**src/rtl/i2s_audio_tx.sv**
```systemverilog
// i2s_audio_tx: single-entry sample buffer feeding a free-running I2S serializer.
// Optional macro I2S_TX_VOLUME_EN adds an arithmetic-shift attenuator at frame load.
module i2s_audio_tx #(
  parameter int BCK_HALF = 13
) (
  input  logic        clk,
  input  logic        rst,
  input  logic        sample_stb,
  input  logic [15:0] left,
  input  logic [15:0] right,
  input  logic [2:0]  vol,
  input  logic        clr_status,
  output logic        overrun,
  output logic        underrun,
  output logic        audio_bck,
  output logic        audio_lrck,
  output logic        audio_data
);

  localparam int DW = (BCK_HALF > 1) ? $clog2(BCK_HALF) : 1;
  localparam logic [DW-1:0] DIV_MAX = DW'(BCK_HALF - 1);

  logic [DW-1:0] div_q, div_d;
  logic          bck_q, bck_d;
  logic          lrck_q, lrck_d;
  logic          data_q, data_d;
  logic [4:0]    slot_q, slot_d;
  logic [31:0]   sr_q, sr_d;
  logic [15:0]   hold_l_q, hold_l_d;
  logic [15:0]   hold_r_q, hold_r_d;
  logic          fresh_q, fresh_d;
  logic          ovr_q, ovr_d;
  logic          und_q, und_d;

  logic          wrap;
  logic          fall;
  logic          load;
  logic [15:0]   l_proc;
  logic [15:0]   r_proc;
  logic [31:0]   word;

  assign wrap = (div_q == DIV_MAX);
  assign fall = wrap & bck_q;
  assign load = fall & (slot_q == 5'd0);

`ifdef I2S_TX_VOLUME_EN
  assign l_proc = $signed(hold_l_q) >>> vol;
  assign r_proc = $signed(hold_r_q) >>> vol;
`else
  logic unused_vol;
  assign unused_vol = ^vol;
  assign l_proc = hold_l_q;
  assign r_proc = hold_r_q;
`endif

  assign word = {l_proc, r_proc};

  // Next-state: bit-clock divider, slot sequencing, serializer, buffer and flags
  always_comb begin
    div_d    = wrap ? '0 : div_q + 1'b1;
    bck_d    = wrap ? ~bck_q : bck_q;
    slot_d   = slot_q;
    lrck_d   = lrck_q;
    data_d   = data_q;
    sr_d     = sr_q;
    hold_l_d = hold_l_q;
    hold_r_d = hold_r_q;
    fresh_d  = fresh_q;
    ovr_d    = ovr_q & ~clr_status;
    und_d    = und_q & ~clr_status;

    if (fall) begin
      slot_d = slot_q + 5'd1;
      lrck_d = slot_d[4];
      if (load) begin
        sr_d   = word;
        data_d = word[31];
      end else begin
        sr_d   = {sr_q[30:0], 1'b0};
        data_d = sr_q[30];
      end
    end

    if (load) begin
      fresh_d = 1'b0;
      if (!fresh_q) und_d = 1'b1;
    end

    if (sample_stb) begin
      hold_l_d = left;
      hold_r_d = right;
      fresh_d  = 1'b1;
      if (fresh_q && !load) ovr_d = 1'b1;
    end
  end

  // State registers, cleared asynchronously
  always_ff @(posedge clk or posedge rst) begin
    if (rst) begin
      div_q    <= '0;
      bck_q    <= 1'b0;
      lrck_q   <= 1'b0;
      data_q   <= 1'b0;
      slot_q   <= '0;
      sr_q     <= '0;
      hold_l_q <= '0;
      hold_r_q <= '0;
      fresh_q  <= 1'b0;
      ovr_q    <= 1'b0;
      und_q    <= 1'b0;
    end else begin
      div_q    <= div_d;
      bck_q    <= bck_d;
      lrck_q   <= lrck_d;
      data_q   <= data_d;
      slot_q   <= slot_d;
      sr_q     <= sr_d;
      hold_l_q <= hold_l_d;
      hold_r_q <= hold_r_d;
      fresh_q  <= fresh_d;
      ovr_q    <= ovr_d;
      und_q    <= und_d;
    end
  end

  assign audio_bck  = bck_q;
  assign audio_lrck = lrck_q;
  assign audio_data = data_q;
  assign overrun    = ovr_q;
  assign underrun   = und_q;

endmodule

```
**config.mk**
```make
export PLATFORM = sky130hd
export DESIGN_NAME = i2s_audio_tx
export DESIGN_NICKNAME = d
export VERILOG_FILES = /design/src/rtl/i2s_audio_tx.sv
export SDC_FILE = /design/constraint.sdc
export NUM_CORES = 1
export LEC_CHECK = 0
export ABC_AREA = 1
export CAP_MARGIN = 20
export CELL_PAD_IN_SITES_DETAIL_PLACEMENT = 1
export CELL_PAD_IN_SITES_GLOBAL_PLACEMENT = 1
export CORE_ASPECT_RATIO = 1.4
export CORE_MARGIN = 1
export CORE_UTILIZATION = 42
export CTS_CLUSTER_SIZE = 20
export DETAILED_ROUTE_END_ITERATION = 10
export GPL_TIMING_DRIVEN = 1
export PLACE_DENSITY = 0.88
export SYNTH_ARGS = -nofsm -noshare
export SYNTH_HDL_FRONTEND = slang
export SYNTH_SLANG_ARGS = --single-unit
```
**constraint.sdc**
```tcl
create_clock -name clk -period 3.4 [get_ports clk]
set_input_delay 0.68 -clock clk [delete_from_list [all_inputs] [get_ports clk]]
set_output_delay 0.68 -clock clk [all_outputs]
set_load 0.03 [all_outputs]
```
---- Word level (Yosys, flattened, before mapping) ----
Cells that the tools add are included.
word-level totals
  output and inout bits ................... 5
  input port bits ......................... 39
  register bits ........................... 78
  word-level logic and storage cells ...... 33
cells by class
  equality and inequality tests ........... 1
  add/sub/neg operators ................... 2
  multiplexer cells ....................... 9
  reduce and logical (&&, ||, !) cells .... 4
  bitwise logic cells ..................... 6
operators with widths
  kind                 number
  $mux 31              1
  $mux 1               7
  $add 5x1->5 const B  1
  $logic_not 5->1      1
  $add 4x1->4 const B  1
  $and 1x1->1          4
  $eq 4x4->1 const B   1
  $mux 4               1
  $not 1->1            2
  $reduce_bool 2->1    1
  $logic_and 1x1->1    1
  $logic_not 1->1      1

---- Logic depth before layout (Yosys ltp) ----
  depth after elaboration ................. 7
  gate-level depth with buffers ........... 10
  mapped depth without buffers ............ 9

---- Least setup slack after synthesis ----
OpenSTA, ideal clock, no wires.
  kind .................................... register to register
  from .................................... register div_q[0]
  to ...................................... register sr_q[10]
  period minus slack after synthesis ...... 1.416 ns
  path slack .............................. 1.984 ns
  arrival time ............................ 1.303 ns
  library setup time ...................... 0.113 ns
  data required time ...................... 3.287 ns
  path buffers ............................ 1
  stages on the path, launching flop included .. 9
  path through ............................ dfrtp_1 inv_1 ha_1 nand3_4 nor2_8 buf_6 or2_2 nand2_1 inv_1
on the way
  word-level cells in the longest chain between the ends .. 4
ends and longest elaborated chain
  item                    line  text
  start, declared         23    logic [DW-1:0] div_q, div_d;
  start signal, assigned  112   div_q <= div_d;
  $eq 4x4->1 (*)          42    assign wrap = (div_q == DIV_MAX);
  $and 1x1->1 (*)         43    assign fall = wrap & bck_q;
  $and 1x1->1             44    assign load = fall & (slot_q == 5'd0);
  $mux 31                 75    if (load) begin
  end signal, assigned    117   sr_q <= sr_d;
  end, declared           28    logic [31:0] sr_q, sr_d;
Every way passes the cells marked *; elsewhere a longest branch is shown, timed or not.
A chain may end at the register's enable or synchronous reset.

---- Worst setup path in the final report ----
  from .................................... register slot_q[0]
  to ...................................... register data_q, in the netlist audio_data
on the way
  word-level cells in the longest chain between the ends .. 3
ends and longest elaborated chain
  item                    line  text
  start, declared         27    logic [4:0] slot_q, slot_d;
  start signal, assigned  116   slot_q <= slot_d;
  $logic_not 5->1         44
  $and 1x1->1             44
  $mux 1                  75
  end signal, assigned    115   data_q <= data_d;
  end, declared           26    logic data_q, data_d;
Every way passes these cells.

==> results.py <==
metrics = {
    "route": {
        "wl_met1_um": 3382,
        "met3WireLength_um": 246,
        "drt.antenna.violating_nets": 0,
        "viasPerCell": 4.931,
        "remaining_drc_errors": 0,
        "wirelength_um": 8171,
        "drt_pass1_iterations": 5,
        "route.met2.wl_um": 4355,
        "dr.first_iter.drc_count": 118,
        "routed_wire_length_per_instance_um": 14.09,
        "highest-signal-layer": "met4",
        "vias": 2860,
    },
    "run": {
        "drv_cap": 0,
    },
    "yosys": {
        "leading_cell_types_by_total_area_after_synthesis": "sky130_fd_sc_hd__dfrtp_1 (53%), sky130_fd_sc_hd__nand2_1 (18%), sky130_fd_sc_hd__nand3_1 (8.8%)",
        "post-synth-top-area-cell": "sky130_fd_sc_hd__dfrtp_1",
        "synth_cell_types": 26,
        "synth-seq-area-share_pct": 52.67,
        "synth_largest_type_area_fraction_pct": 52.67,
        "mappedNetlistArea_um2": 3659,
        "synth.avg_cell_area_um2": 8.315,
        "yosys_warnings": 0,
        "postSynthNetCount": 483,
        "yosys_register_bits": 77,
        "postSynthCellCount": 440,
    },
    "worst_setup_path": {
        "crit_chain": "inv_1 -> ha_1 -> inv_1 -> nor2_2 -> buf_4 -> nand2_1 -> nand2_1 -> nand3_1 -> nand2_1 -> inv_1",
        "cpMaxStageDelayCell": "sky130_fd_sc_hd__nand2_1",
        "worst_path_max_stage_delay_ns": 0.70,
        "largest_fanout_on_the_critical_path": 31,
        "cp-end-kind": "flip-flop",
        "critical_path.n_buffers_inverters": 4,
        "path_class": "reg -> reg",
        "cpLargestDelayFamily": "simple AND/OR/NAND/NOR gates",
        "cp-start-kind": "flip-flop",
        "timing.critical_path.arrival_ns": 2.74,
        "required_ns": 3.63,
    },
    "timing": {
        "hold_violations": 0,
        "fin_crit_sh_pct": 73.70,
        "worst_pin_slew_ns": 1.031,
        "fin_worst_hold_slack_ns": 0.4696,
        "achievable-frequency_ghz": 0.3991,
        "skew_ns": 0.003369,
        "setup_tns_ns": 0,
        "period_needed_ns": 2.506,
        "slew_headroom_pct": 31.13,
        "finalSetupViolCount": 0,
        "setup_repair_after_global_routing_missed_its_margin": "false",
        "final-max-slew-violation-count": 0,
    },
    "final_layout": {
        "layout-drive-gt1-share_pct": 10.88,
        "multi_input_area_um2": 1395,
        "fillerInstances": 1040,
        "area.sequential_um2": 1927,
        "nets": 516,
        "growth_of_design_area_from_synthesis_to_finish_pct": 18.43,
        "diodes": 0,
    },
    "clock_tree": {
        "cts.sinks": 77,
        "cts_made_buffers": 9,
        "clock_path_buffers": 2,
        "path_clk_slew_ns": 0.06,
        "ctsRootBufferMaster": "sky130_fd_sc_hd__clkbuf_16",
        "post_cts_repair_timing_setup_buffer_count": 0,
        "clk-insertion-delay-late_ns": 0.34,
        "postCtsHoldBufs": 0,
        "cts.repair.resized": 0,
        "cts_tree": "built",
        "clock_tree.htree_level_count": 3,
    },
    "die": {
        "num_rows": 39,
        "placeableCoreArea_um2": 8295,
        "die_width_um": 80.88,
        "start_util_pct": 44.10,
        "design.portCount": 44,
        "die_h_um": 112.4,
        "design.die.area_um2": 9093,
    },
    "power": {
        "p_per_area_nw_per_um2": 486.2,
        "vdd_drop_max_v": 0.0003341,
        "power_leakage_uw": 0.002255,
    },
    "global_route": {
        "global_route.overflow_total": 0,
        "grt.total_usage_pct": 20.98,
        "grt_max_degree": 64,
        "initial_antenna_violation_count": 0,
        "grt_first_pass_wirelength_um": 14430,
        "vias_in_the_first_global_route": 3101,
    },
    "placement": {
        "globalplace.congestion": 0.7016,
        "count_of_buffers_inserted_at_the_top_level_ports": 40,
        "dpl.hpwl_um": 5101,
    },
    "outcome": {
        "status": "finished, final reports clean",
    },
    "hold_path": {
        "min-delay-path-class": "reg -> reg",
    },
}
## path summary, 6_finish.rpt
check / startpoint / end / slack [ns] / depth (start not counted)
worst max-delay path: slot_q[0] / audio_data / 0.89 / 10
worst min-delay path: hold_r_q[9] / hold_r_q[9] / 0.47 / 2
worst max register to register: slot_q[0] / audio_data / 0.89 / 10
worst min register to register: hold_r_q[9] / hold_r_q[9] / 0.47 / 2
max in group asynchronous: rst / sr_q[9] / 2.26 / 3
min in group asynchronous: rst / hold_r_q[5] / 0.78 / 3
## logic make-up after synthesis
logic type               synth area share [%]
flip-flops                              52.67
adder cells (fa/ha/maj)                 1.368
XOR/XNOR                                1.197
buffers and inverters                   9.199
AND/OR/NAND/NOR                         33.96
AO/OA/AOI/OAI                           1.607
## power breakdown
group	total (µW)	switching, µW	internal [µW]	leakage, µW
registers	1020	36.4	985	0.000932
logic	195	99.4	95.6	0.00119
clock network	890	356	534	0.000134
total	2110	492	1620	0.00225
## cells in the mapped netlist
| cell | number |
|---|---|
| sky130_fd_sc_hd__nand4_2 | 1 |
| sky130_fd_sc_hd__buf_1 | 1 |
| sky130_fd_sc_hd__xor2_1 | 2 |
| sky130_fd_sc_hd__buf_6 | 6 |
| sky130_fd_sc_hd__dfrtp_1 | 77 |
| sky130_fd_sc_hd__nor2_1 | 1 |
| sky130_fd_sc_hd__o21ai_0 | 7 |
| sky130_fd_sc_hd__nand2_1 | 174 |
| sky130_fd_sc_hd__a31oi_1 | 1 |
| sky130_fd_sc_hd__buf_2 | 7 |
| sky130_fd_sc_hd__nand2_4 | 1 |
| sky130_fd_sc_hd__nor2_8 | 1 |
| sky130_fd_sc_hd__nand3_2 | 1 |
| sky130_fd_sc_hd__ha_1 | 4 |
| sky130_fd_sc_hd__or2_1 | 5 |
| sky130_fd_sc_hd__buf_4 | 2 |
| sky130_fd_sc_hd__nor2_2 | 3 |
| sky130_fd_sc_hd__nand3_1 | 64 |
| sky130_fd_sc_hd__inv_1 | 45 |
| sky130_fd_sc_hd__inv_2 | 1 |
| sky130_fd_sc_hd__xnor2_1 | 3 |
| sky130_fd_sc_hd__clkbuf_1 | 6 |
| sky130_fd_sc_hd__o21ai_2 | 2 |
| sky130_fd_sc_hd__nand3_4 | 1 |
| sky130_fd_sc_hd__buf_12 | 1 |
| sky130_fd_sc_hd__or2_2 | 23 |
## per-layer routing
layer / track usage, % / up-vias
met4: 10.00 / 0
li1: - / 1409
met5: 0 / -
met2: 34.85 / 43
met1: 25.80 / 1397
met3: 3.902 / 11
## metrics by stage
step	utilization, %	total power, µW	worst slack [ns]	instance area [µm²]	cells
CTS	52.23	2137	0.8683	4333	580
floorplan	-	1147	0.7533	3659	440
finish	52.23	2107	0.8943	4333	580
detailed placement	48.94	1233	0.8998	4060	564
global route	52.23	2200	0.6257	4333	580
global placement	48.94	1218	0.9716	4060	564
## worst reg2reg max path: cells and delay by family (launching register included)
kind | cells | cell delay, ns
AND/OR/NAND/NOR | 5 | 1.30
buffers and inverters | 4 | 0.53
flip-flops | 1 | 0.41
adder cells (fa/ha/maj) | 1 | 0.18
## layout make-up
class / instances / share of cell area (%)
inverters: 46 / 3.985
flip-flops and latches: 77 / 44.47
well taps: 102 / 2.945
multi-input cells: 294 / 32.20
clock buffers: 15 / 6.180
repair buffers: 45 / 10.11
clock inverters: 1 / 0.1155
## cell usage in the layout (no fill, tap or decap), types with 2 or more instances in the layout
| cell | n |
|---|---|
| sky130_fd_sc_hd__buf_4 | 5 |
| sky130_fd_sc_hd__clkbuf_1 | 4 |
| sky130_fd_sc_hd__clkbuf_16 | 9 |
| sky130_fd_sc_hd__clkbuf_8 | 2 |
| sky130_fd_sc_hd__clkdlybuf4s50_1 | 40 |
| sky130_fd_sc_hd__dfrtp_1 | 77 |
| sky130_fd_sc_hd__ha_1 | 4 |
| sky130_fd_sc_hd__inv_1 | 44 |
| sky130_fd_sc_hd__inv_2 | 2 |
| sky130_fd_sc_hd__nand2_1 | 174 |
| sky130_fd_sc_hd__nand3_1 | 64 |
| sky130_fd_sc_hd__nor2_2 | 3 |
| sky130_fd_sc_hd__o21ai_0 | 7 |
| sky130_fd_sc_hd__o21ai_2 | 2 |
| sky130_fd_sc_hd__or2_1 | 5 |
| sky130_fd_sc_hd__or2_2 | 23 |
| sky130_fd_sc_hd__xnor2_1 | 3 |
| sky130_fd_sc_hd__xor2_1 | 2 |
## sequential cells by signal, indices dropped and copies added, names as in the netlist
| name | flops |
|---|---|
| audio_lrck | 1 |
| audio_data | 1 |
| div_q | 4 |
| hold_r_q | 16 |
| sr_q | 31 |
| slot_q | 4 |
| audio_bck | 1 |
| hold_l_q | 16 |
| fresh_q | 1 |
| overrun | 1 |
| underrun | 1 |
Power figures use the tool's default switching activity.
